$ cat src/rtl/tl_txn_tracker_if.sv
// TL-UL A/D channel handshake signals observed by the transaction tracker.
// The tracker drives only a_ready_o back toward the host.
interface tl_txn_tracker_if #(
  parameter int SourceW = 8
);
  logic               a_valid_i;
  logic               a_ready_i;
  logic               a_ready_o;
  logic [2:0]         a_opcode_i;
  logic [SourceW-1:0] a_source_i;
  logic               d_valid_i;
  logic               d_ready_i;
  logic [2:0]         d_opcode_i;
  logic [SourceW-1:0] d_source_i;

  modport master (
    output a_valid_i, a_ready_i, a_opcode_i, a_source_i,
    output d_valid_i, d_ready_i, d_opcode_i, d_source_i,
    input  a_ready_o
  );

  modport slave (
    input  a_valid_i, a_ready_i, a_opcode_i, a_source_i,
    input  d_valid_i, d_ready_i, d_opcode_i, d_source_i,
    output a_ready_o
  );
endinterface

$ cat src/rtl/tl_txn_tracker.sv
// TL-UL outstanding-transaction tracker with protocol error detection.
// Define TL_TXN_TRACKER_LAT_EN to add per-entry age counters and max_lat_o.
module tl_txn_tracker #(
  parameter int SourceW = 8,
  parameter int Depth   = 4,
  parameter int Enforce = 1,
  localparam int CntW   = $clog2(Depth + 1),
  localparam int IdxW   = (Depth > 1) ? $clog2(Depth) : 1
) (
  input  logic               clk,
  input  logic               rst,
  tl_txn_tracker_if.slave    bus,
  output logic [CntW-1:0]    outstanding_o,
  output logic               full_o,
  output logic               err_dup_o,
  output logic               err_unexp_o,
  output logic               err_opcode_o,
  output logic               err_ovf_o,
  output logic [15:0]        err_cnt_o,
  output logic [SourceW-1:0] last_err_src_o,
  output logic [15:0]        max_lat_o
);

  logic [Depth-1:0]   pend_q, pend_d, pend_free;
  logic [SourceW-1:0] src_q [Depth];
  logic [2:0]         exp_q [Depth];
  logic [CntW-1:0]    cnt_q, cnt_d;
  logic               dup_q, unexp_q, op_q, ovf_q;
  logic               dup_d, unexp_d, op_d, ovf_d;
  logic [15:0]        ecnt_q, ecnt_d;
  logic [SourceW-1:0] lsrc_q, lsrc_d;

  logic            a_hs, d_hs, d_hit, d_free;
  logic            a_legal, a_dup, f_ok, alloc;
  logic            a_err, d_err;
  logic [IdxW-1:0] d_idx, f_idx;
  logic [2:0]      npulse;
  logic [16:0]     esum;

  assign full_o = (cnt_q == CntW'(Depth));

  generate
    if (Enforce != 0) begin : g_enf
      assign bus.a_ready_o = bus.a_ready_i & ~full_o;
    end else begin : g_pas
      assign bus.a_ready_o = bus.a_ready_i;
    end
  endgenerate

  always_comb begin
    a_hs      = bus.a_valid_i & bus.a_ready_o;
    d_hs      = bus.d_valid_i & bus.d_ready_i;
    d_hit     = 1'b0;
    d_idx     = '0;
    for (int i = Depth - 1; i >= 0; i--) begin
      if (pend_q[i] && src_q[i] == bus.d_source_i) begin
        d_hit = 1'b1;
        d_idx = IdxW'(i);
      end
    end
    d_free    = d_hs & d_hit;
    pend_free = pend_q;
    if (d_free) pend_free[d_idx] = 1'b0;

    // Duplicate and free-slot checks see the table after this cycle's D free
    a_dup = 1'b0;
    f_ok  = 1'b0;
    f_idx = '0;
    for (int i = Depth - 1; i >= 0; i--) begin
      if (pend_free[i] && src_q[i] == bus.a_source_i) a_dup = 1'b1;
      if (!pend_free[i]) begin
        f_ok  = 1'b1;
        f_idx = IdxW'(i);
      end
    end
    a_legal = (bus.a_opcode_i == 3'd0) || (bus.a_opcode_i == 3'd1) ||
              (bus.a_opcode_i == 3'd4);

    dup_d   = a_hs & a_legal & a_dup;
    ovf_d   = a_hs & a_legal & ~a_dup & ~f_ok;
    alloc   = a_hs & a_legal & ~a_dup & f_ok;
    unexp_d = d_hs & ~d_hit;
    op_d    = (a_hs & ~a_legal) |
              (d_free & (exp_q[d_idx] != bus.d_opcode_i));

    pend_d = pend_free;
    if (alloc) pend_d[f_idx] = 1'b1;
    cnt_d = cnt_q + CntW'(alloc) - CntW'(d_free);

    npulse = 3'(dup_d) + 3'(unexp_d) + 3'(op_d) + 3'(ovf_d);
    esum   = {1'b0, ecnt_q} + 17'(npulse);
    ecnt_d = esum[16] ? 16'hFFFF : esum[15:0];

    d_err  = unexp_d | (d_free & (exp_q[d_idx] != bus.d_opcode_i));
    a_err  = dup_d | ovf_d | (a_hs & ~a_legal);
    lsrc_d = lsrc_q;
    if (d_err)      lsrc_d = bus.d_source_i;
    else if (a_err) lsrc_d = bus.a_source_i;
  end

  always_ff @(posedge clk) begin
    if (rst) begin
      pend_q  <= '0;
      cnt_q   <= '0;
      dup_q   <= 1'b0;
      unexp_q <= 1'b0;
      op_q    <= 1'b0;
      ovf_q   <= 1'b0;
      ecnt_q  <= '0;
      lsrc_q  <= '0;
    end else begin
      pend_q  <= pend_d;
      cnt_q   <= cnt_d;
      dup_q   <= dup_d;
      unexp_q <= unexp_d;
      op_q    <= op_d;
      ovf_q   <= ovf_d;
      ecnt_q  <= ecnt_d;
      lsrc_q  <= lsrc_d;
    end
  end

  always_ff @(posedge clk) begin
    if (alloc) begin
      src_q[f_idx] <= bus.a_source_i;
      exp_q[f_idx] <= (bus.a_opcode_i == 3'd4) ? 3'd1 : 3'd0;
    end
  end

`ifdef TL_TXN_TRACKER_LAT_EN
  logic [15:0] age_q [Depth];
  logic [15:0] max_q, lat;

  assign lat = (age_q[d_idx] == 16'hFFFF) ? 16'hFFFF : age_q[d_idx] + 16'd1;

  always_ff @(posedge clk) begin
    if (rst) begin
      max_q <= '0;
      for (int i = 0; i < Depth; i++) age_q[i] <= '0;
    end else begin
      if (d_free && lat > max_q) max_q <= lat;
      for (int i = 0; i < Depth; i++) begin
        if (alloc && f_idx == IdxW'(i))
          age_q[i] <= '0;
        else if (pend_q[i] && age_q[i] != 16'hFFFF)
          age_q[i] <= age_q[i] + 16'd1;
      end
    end
  end

  assign max_lat_o = max_q;
`else
  assign max_lat_o = '0;
`endif

  assign outstanding_o  = cnt_q;
  assign err_dup_o      = dup_q;
  assign err_unexp_o    = unexp_q;
  assign err_opcode_o   = op_q;
  assign err_ovf_o      = ovf_q;
  assign err_cnt_o      = ecnt_q;
  assign last_err_src_o = lsrc_q;

endmodule

$ cat src/flat_wrapper.sv
// flat-port wrapper written by rule: the top's interface ports become plain ports
module tl_txn_tracker_flat 
#(
  parameter int SourceW = 8,
  parameter int Depth   = 4,
  parameter int Enforce = 1,
  localparam int CntW   = $clog2(Depth + 1),
  localparam int IdxW   = (Depth > 1) ? $clog2(Depth) : 1
)
  (clk, rst, outstanding_o, full_o, err_dup_o, err_unexp_o, err_opcode_o, err_ovf_o, err_cnt_o, last_err_src_o, max_lat_o, bus_a_valid_i, bus_a_ready_i, bus_a_opcode_i, bus_a_source_i, bus_d_valid_i, bus_d_ready_i, bus_d_opcode_i, bus_d_source_i, bus_a_ready_o);
  tl_txn_tracker_if #(.SourceW(SourceW)) bus_i ();
  input  logic clk;
  input  logic rst;
  output logic [CntW-1:0] outstanding_o;
  output logic full_o;
  output logic err_dup_o;
  output logic err_unexp_o;
  output logic err_opcode_o;
  output logic err_ovf_o;
  output logic [15:0] err_cnt_o;
  output logic [SourceW-1:0] last_err_src_o;
  output logic [15:0] max_lat_o;
  input wire logic [$bits(bus_i.a_valid_i)-1:0] bus_a_valid_i;
  input wire logic [$bits(bus_i.a_ready_i)-1:0] bus_a_ready_i;
  input wire logic [$bits(bus_i.a_opcode_i)-1:0] bus_a_opcode_i;
  input wire logic [$bits(bus_i.a_source_i)-1:0] bus_a_source_i;
  input wire logic [$bits(bus_i.d_valid_i)-1:0] bus_d_valid_i;
  input wire logic [$bits(bus_i.d_ready_i)-1:0] bus_d_ready_i;
  input wire logic [$bits(bus_i.d_opcode_i)-1:0] bus_d_opcode_i;
  input wire logic [$bits(bus_i.d_source_i)-1:0] bus_d_source_i;
  output wire logic [$bits(bus_i.a_ready_o)-1:0] bus_a_ready_o;
  assign bus_i.a_valid_i = bus_a_valid_i;
  assign bus_i.a_ready_i = bus_a_ready_i;
  assign bus_i.a_opcode_i = bus_a_opcode_i;
  assign bus_i.a_source_i = bus_a_source_i;
  assign bus_i.d_valid_i = bus_d_valid_i;
  assign bus_i.d_ready_i = bus_d_ready_i;
  assign bus_i.d_opcode_i = bus_d_opcode_i;
  assign bus_i.d_source_i = bus_d_source_i;
  assign bus_a_ready_o = bus_i.a_ready_o;
  tl_txn_tracker #(.SourceW(SourceW), .Depth(Depth), .Enforce(Enforce)) u_core (.clk(clk), .rst(rst), .bus(bus_i), .outstanding_o(outstanding_o), .full_o(full_o), .err_dup_o(err_dup_o), .err_unexp_o(err_unexp_o), .err_opcode_o(err_opcode_o), .err_ovf_o(err_ovf_o), .err_cnt_o(err_cnt_o), .last_err_src_o(last_err_src_o), .max_lat_o(max_lat_o));
endmodule
$ cat config.mk
export PLATFORM = sky130hd
export DESIGN_NAME = tl_txn_tracker_flat
export DESIGN_NICKNAME = d
export VERILOG_FILES = /design/src/rtl/tl_txn_tracker_if.sv /design/src/rtl/tl_txn_tracker.sv /design/src/flat_wrapper.sv
export SDC_FILE = /design/constraint.sdc
export NUM_CORES = 1
export LEC_CHECK = 0
export ABC_CLOCK_PERIOD_IN_PS = 8100
export BUFFER_PORTS_ARGS = -buffer_cell sky130_fd_sc_hd__buf_2
export CORE_ASPECT_RATIO = 1.4
export CORE_UTILIZATION = 50
export CTS_CLUSTER_DIAMETER = 40
export DETAILED_ROUTE_END_ITERATION = 7
export HOLD_SLACK_MARGIN = 0.06
export PLACE_DENSITY_LB_ADDON = 0.15
export RECOVER_POWER = 25
export SLEW_MARGIN = 20
export SYNTH_ARGS = -nofsm -noshare
export SYNTH_HDL_FRONTEND = slang
export SYNTH_SLANG_ARGS = --single-unit
export TNS_END_PERCENT = 10
$ cat constraint.sdc
create_clock -name clk -period 8.1 [get_ports clk]
set_input_delay 1.62 -clock clk [delete_from_list [all_inputs] [get_ports clk]]
set_output_delay 1.62 -clock clk [all_outputs]
set_load 0.01 [all_outputs]
* After elaboration in Yosys (flattened, before gate mapping)
Memory sizes are Yosys's and may differ from the RTL's.
Index checks and enable logic that the tools add are counted.
** Operators by class
- $add $sub $neg :: 6
- $lt $le $gt $ge :: 4
- Equal/unequal tests :: 12
- Bitwise gates (word level) :: 24
- Reductions and logical operators :: 14
- Mux-type cells :: 32
** Operators by type and width (number)
- == test 8 bit :: 8
- adder 16 x 3 -> 17 bit :: 1
- 2-to-1 mux 1 bit :: 17
- 2-to-1 mux 16 bit :: 1
- 2-to-1 mux 2 bit :: 8
- 2-to-1 mux 8 bit :: 2
- AND 1 bit :: 12
- logical AND 1 bit :: 10
- adder 3 x 1 -> 3 bit :: 3
- 2-to-1 mux 4 bit :: 2
- == test 3 bit, second input constant :: 2
- less-than comparator 2 x 3 -> 1 bit, second input constant :: 2
- NOT 1 bit :: 5
- AND 4 bit :: 1
- demux 1 bit (select 2 bit) :: 2
- greater-or-equal comparator 2 x 1 -> 1 bit, second input constant :: 2
- NOT 4 bit :: 1
- OR 1 bit :: 4
- OR 4 bit :: 1
- == test 3 x 1 -> 1 bit, second input constant :: 1
- logical NOT 3 bit :: 1
- inequality test 3 bit :: 1
- subtractor 3 x 1 -> 3 bit :: 1
- adder 1 x 1 -> 2 bit :: 1
- 2 further kinds :: 3
** Word-level totals
- Input bits :: 28
- Bits in registers :: 35
- Word-level logic and storage cells :: 102
- Output and inout port bits :: 49
- Memory bits (writable) :: 36
- Memories :: 2
** Memories
- u_core.src_q :: words 4, width 8, rd ports 4, clocked after Yosys merged registers in 0, write ports 1, RTL line tl_txn_tracker.sv:25 : logic [SourceW-1:0] src_q [Depth];
- u_core.exp_q :: words 4, width 1, rd ports 1, clocked after Yosys merged registers in 0, write ports 1, RTL line tl_txn_tracker.sv:26 : logic [2:0] exp_q [Depth];

* Logic depth before layout (Yosys ltp)
An unclocked memory read counts as a cell.
- Depth after elaboration :: 26
- Depth in mapped cells :: 23
- Mapped depth without buffers :: 21

* Worst setup path before layout
Ideal clock, no wire load.
- Kind :: in2reg
- Start point :: in bus_d_source_i[2]
- End point :: reg u_core.ecnt_q[10] (netlist: u_core.err_cnt_o[10])
- Buffers on the path :: 2
- Stages :: 20
- Slack :: 2.045 ns
- Library setup time :: 0.071 ns
- Data arrival time :: 5.984 ns
- Path through :: buf_6 -> xor2_2 -> nor4_4 -> nand3_4 -> or3_4 -> a311oi_4 -> nor3_1 -> ha_1 -> inv_1 -> fa_1 -> inv_1 -> ha_1 -> inv_1 -> fa_1 -> nor2b_1 -> o21ai_0 -> or2_2 -> or3_1 -> clkbuf_1 -> a21oi_1
** On the way
- Longest elaborated chain between the ends :: 24
- Elaborated cells on any way between the ends :: 53
- Classes of those cells :: add/sub (4); order compare (2); eq/ne (5); mux (20); bitwise (12); reduce/logical (9); memory (1)
** Ends and longest elaborated chain
- start: declaration :: RTL line flat_wrapper.sv:30 : input wire logic [$bits(bus_i.d_source_i)-1:0] bus_d_source_i;
- == test 8 bit :: RTL line tl_txn_tracker.sv:56 : if (pend_q[i] && src_q[i] == bus.d_source_i) begin
- logical AND 1 bit :: RTL line tl_txn_tracker.sv:56
- 2-to-1 mux 2 bit (4 in series) :: RTL line tl_txn_tracker.sv:56
- less-than comparator 2 x 3 -> 1 bit (not written as such) / greater-or-equal comparator 2 x 1 -> 1 bit (equally long branches) :: RTL line tl_txn_tracker.sv:63 : if (d_free) pend_free[d_idx] = 1'b0;
- logical AND 1 bit (not written as such) :: RTL line tl_txn_tracker.sv:63
- 2-to-1 mux 1 bit (not written as such) :: RTL line tl_txn_tracker.sv:63
- demux 1 bit (select 2 bit)
- NOT 4 bit (no line)
- (+3 left out)
- 2-to-1 mux 1 bit (3 in series) :: RTL line tl_txn_tracker.sv:70 : if (pend_free[i] && src_q[i] == bus.a_source_i) a_dup = 1'b1;
- 2-to-1 mux 1 bit * :: RTL line tl_txn_tracker.sv:70
- AND 1 bit * :: RTL line tl_txn_tracker.sv:79 : dup_d = a_hs & a_legal & a_dup;
- net u_core.dup_d :: RTL line tl_txn_tracker.sv:29 : logic dup_d, unexp_d, op_d, ovf_d;
- adder 1 x 1 -> 2 bit * :: RTL line tl_txn_tracker.sv:90 : npulse = 3'(dup_d) + 3'(unexp_d) + 3'(op_d) + 3'(ovf_d);
- adder 3 x 1 -> 3 bit * (2 in series) :: RTL line tl_txn_tracker.sv:90
- adder 16 x 3 -> 17 bit * :: RTL line tl_txn_tracker.sv:91 : esum = {1'b0, ecnt_q} + 17'(npulse);
- 2-to-1 mux 16 bit * :: RTL line tl_txn_tracker.sv:92 : ecnt_d = esum[16] ? 16'hFFFF : esum[15:0];
- end signal: assignment :: RTL line tl_txn_tracker.sv:118 : ecnt_q <= ecnt_d;
- end: declaration :: RTL line tl_txn_tracker.sv:30 : logic [15:0] ecnt_q, ecnt_d;
The timed path passes the listed nets; every way through them passes the cells marked *.
A chain may end at the register's enable or synchronous reset.

* Final worst setup path
- Start point :: in bus_d_source_i[3]
- End point :: reg u_core.ecnt_q[1] (netlist: u_core.err_cnt_o[1])
The elaborated chain is that of the path after synthesis.

==> qor.txt <==
buffer levels on the longest clock path -> 2
setup repair after global routing missed its margin -> false
path class of the lowest-slack min-delay path -> reg -> reg
Synth top area share -> 26.9%
Slew Limit Headroom -> 25.2%
dpl cells -> 519
ratio of cells with drive above 1 in the final layout -> 19.8%
via count of the first global-routing pass -> 2790
via count -> 2858
residual DRC count -> 0
number of warning messages in the yosys log -> 0
Core Rows -> 38
Placed Area -> 4240 sq um
Setup Fix Bufs, Post-CTS -> 0
Worst Hold Slack -> 0.544 ns
leading cell type in the layout, fill and taps excluded -> sky130_fd_sc_hd__buf_2
Vert. Die Dim -> 108 microns
largest net degree at the start of global routing -> 36
cell count after synthesis -> 383
Critical Path Source -> bus_d_source_i[3]
Post-synth top flop -> sky130_fd_sc_hd__edfxtp_1
Final Skew -> 0.00699 ns
Min-Delay Startpoint -> u_core.pend_q[3]$_SDFF_PP0_
Setup Viol. Count Final -> 0
diode count -> 0
width of the die -> 77.8 microns
max frequency -> 164 MHz
full die area -> 8420 sq um
Vias per Instance -> 5.34
number of distinct standard cells referenced by the synthesized netlist -> 49
Yosys top cell by area -> sky130_fd_sc_hd__edfxtp_1
Initial Utilization -> 51.6%
final design area excluding fillers -> 4410 sq um
clock net sink count -> 71
clock tree from TritonCTS -> yes
number of enable flip-flop cells after synthesis -> 36
share of synthesized flip-flops with an asynchronous set or reset -> 0%
startpoint class of the critical path -> primary input
total count of max-transition violations in the final report -> 0
dominant cells by area after synthesis -> sky130_fd_sc_hd__edfxtp_1 27%, sky130_fd_sc_hd__dfxtp_1 17%, sky130_fd_sc_hd__xor2_1 8.5%, sky130_fd_sc_hd__xnor2_1 7.8%, sky130_fd_sc_hd__buf_4 3.2%
per-instance average area after synthesis -> 10.5 sq um
number of hold-repair buffers added at the cts stage -> 0
Filler cells -> 747
Required @ worst endpoint -> 8.37 ns
clock slew at reported path FFs -> 0.07 ns
Leak -> 0.00168 uW
count of nets left with antenna violations after detail routing -> 0
Final Cycle Share -> 75.2%
most frequent cells in the layout -> 51 x sky130_fd_sc_hd__buf_2, 39 x sky130_fd_sc_hd__xor2_1, 36 x sky130_fd_sc_hd__xnor2_1, 36 x sky130_fd_sc_hd__edfxtp_1, 35 x sky130_fd_sc_hd__dfxtp_1
number of antenna violations at the first check in global routing -> 0
final layout net count -> 468
Clock Latency Late Sink -> 0.35 ns
Top-Level Pins -> 77
Setup CP Type -> in -> reg
P&R area growth vs syn -> 9.61%
CP endpoint kind -> flip-flop
Port Buffers -> 60
Core Util, Final -> 56.6%
routed length per instance -> 16.8 microns
startpoint of the most critical register-to-register path -> u_core.src_q[0][3]$_DFFE_PP_
placer's final routability congestion estimate -> 0.908
critical-path maximum fanout -> 13
pin slew with the least headroom to its limit -> 1.12 ns
number of iterations in the first detailed-routing pass -> 6
sequential cell area fraction in the yosys report -> 44.3%
clock buffer count from CTS -> 9
total global routing overflow -> 0
number of max-capacitance violations reported -> 0
count of placed standard cells in the final layout, fillers left out -> 535
min cycle time layout -> 6.09 ns
#FFs+latches synth -> 71
final sum of negative setup slack -> 0 ns
starting DRC count in detailed routing -> 86
cell area after synthesis -> 4030 sq um
PD cells -> 164 nW/um^2
number of failing hold endpoints at the final stage -> 0
H-tree Lvls -> 3
cell at the root of the clock tree -> sky130_fd_sc_hd__clkbuf_8
Total Routed Length -> 8990 microns
HPWL Detailed -> 6760 microns
result of the run -> completed
endpoint arrival time on the critical path -> 6.36 ns
GRT Total Usage -> 23.1%
post-CTS sizing -> 0
global-route wire length before repair -> 14500 microns
worst ir drop on vdd -> 0.125 mV
Core ar. -> 7800 sq um
[sequential cells by signal (all words and copies together), names as in the netlist]
signal and flops:
u_core.src_q 32, u_core.err_cnt_o 16, u_core.last_err_src_o 8, u_core.exp_q 4, u_core.pend_q 4, u_core.outstanding_o 3
u_core.err_dup_o 1, u_core.err_opcode_o 1, u_core.err_ovf_o 1, u_core.err_unexp_o 1
[worst max-delay path, cell delays in order]
cell and delay [ns]:
sky130_fd_sc_hd__buf_2 0.15, sky130_fd_sc_hd__xor2_2 0.17, sky130_fd_sc_hd__nor4_4 0.37, sky130_fd_sc_hd__nand3_4 0.17, sky130_fd_sc_hd__or3_4 0.41, sky130_fd_sc_hd__a311oi_4 0.48
sky130_fd_sc_hd__nor3_1 0.13, sky130_fd_sc_hd__ha_1 0.30, sky130_fd_sc_hd__inv_1 0.04, sky130_fd_sc_hd__fa_1 0.42, sky130_fd_sc_hd__inv_1 0.06, sky130_fd_sc_hd__ha_1 0.15
sky130_fd_sc_hd__inv_1 0.06, sky130_fd_sc_hd__fa_1 0.40, sky130_fd_sc_hd__nor2b_1 0.16, sky130_fd_sc_hd__o21ai_0 0.13, sky130_fd_sc_hd__or2_2 0.32, sky130_fd_sc_hd__or3_1 0.59
sky130_fd_sc_hd__a21oi_1 0.22
[cells by family after synthesis]
logic type      count (synthesis)  synth area share [%]
other cells                     1                0.0932
simple gates                  116                  16.8
compound gates                 44                  7.62
fa+ha+maj                      10                  3.67
flops                          71                  44.3
xor+xnor                       77                  17.1
mux                            10                  2.49
buf+inv                        54                  7.96
[synth_stat cells, types with 8 or more instances]
library cell / n
sky130_fd_sc_hd__xnor2_1: 36
sky130_fd_sc_hd__nor2_1: 26
sky130_fd_sc_hd__nor4_1: 11
sky130_fd_sc_hd__mux2i_1: 10
sky130_fd_sc_hd__nand2_1: 16
sky130_fd_sc_hd__inv_1: 15
sky130_fd_sc_hd__nand4_1: 12
sky130_fd_sc_hd__clkbuf_1: 14
sky130_fd_sc_hd__a211oi_1: 8
sky130_fd_sc_hd__nand3_1: 15
sky130_fd_sc_hd__edfxtp_1: 36
sky130_fd_sc_hd__buf_4: 17
sky130_fd_sc_hd__a21oi_1: 20
sky130_fd_sc_hd__xor2_1: 39
sky130_fd_sc_hd__dfxtp_1: 35
[where the power goes]
group	leakage, uW	internal [uW]	switching, uW
Combinational	0.000976	28.1	48.9
Sequential	0.000609	384	4.59
Clock	0.0000935	121	138
[path summary, 6_finish.rpt]
path,endpoint,slack [ns],cells after the start
hold reg to reg,u_core.pend_q[3]$_SDFF_PP0_,0.54,2
setup reg to reg,u_core.err_cnt_o[1]$_SDFF_PP0_,2.95,18
setup / recovery,u_core.err_cnt_o[1]$_SDFF_PP0_,2.01,19
hold / removal,u_core.pend_q[3]$_SDFF_PP0_,0.54,2
[cell type report]
type / count / area [sq um] / share of cell area (%)
Clock buffer: 10 / 138 / 3.12
Clock inverter: 6 / 42.5 / 0.964
Inverter: 15 / 56.3 / 1.28
Multi-Input combinational cell: 273 / 1980 / 44.9
Sequential cell: 71 / 1780 / 40.4
Tap cell: 100 / 125 / 2.84
Timing Repair Buffer: 60 / 289 / 6.55
[metal layers]
| layer | global-route usage, % | part of all wire [%] | wire length (microns) |
|---|---|---|---|
| met3 | 4.64 | 3.6 | 328 |
| met5 | 0 | 0 | 0 |
| met4 | 10.9 | 3.5 | 311 |
| met1 | 26.9 | 41 | 3690 |
| met2 | 40.6 | 52 | 4660 |
[through the flow]
step	worst slack [ns]	power, uW
3_3_place_gp	1.77	473
5_1_grt	1.70	756
4_1_cts	2.00	733
6_report	2.01	725
2_1_floorplan	2.05	458
3_5_place_dp	1.64	475
No activity file was read; power rests on OpenSTA's default activity.
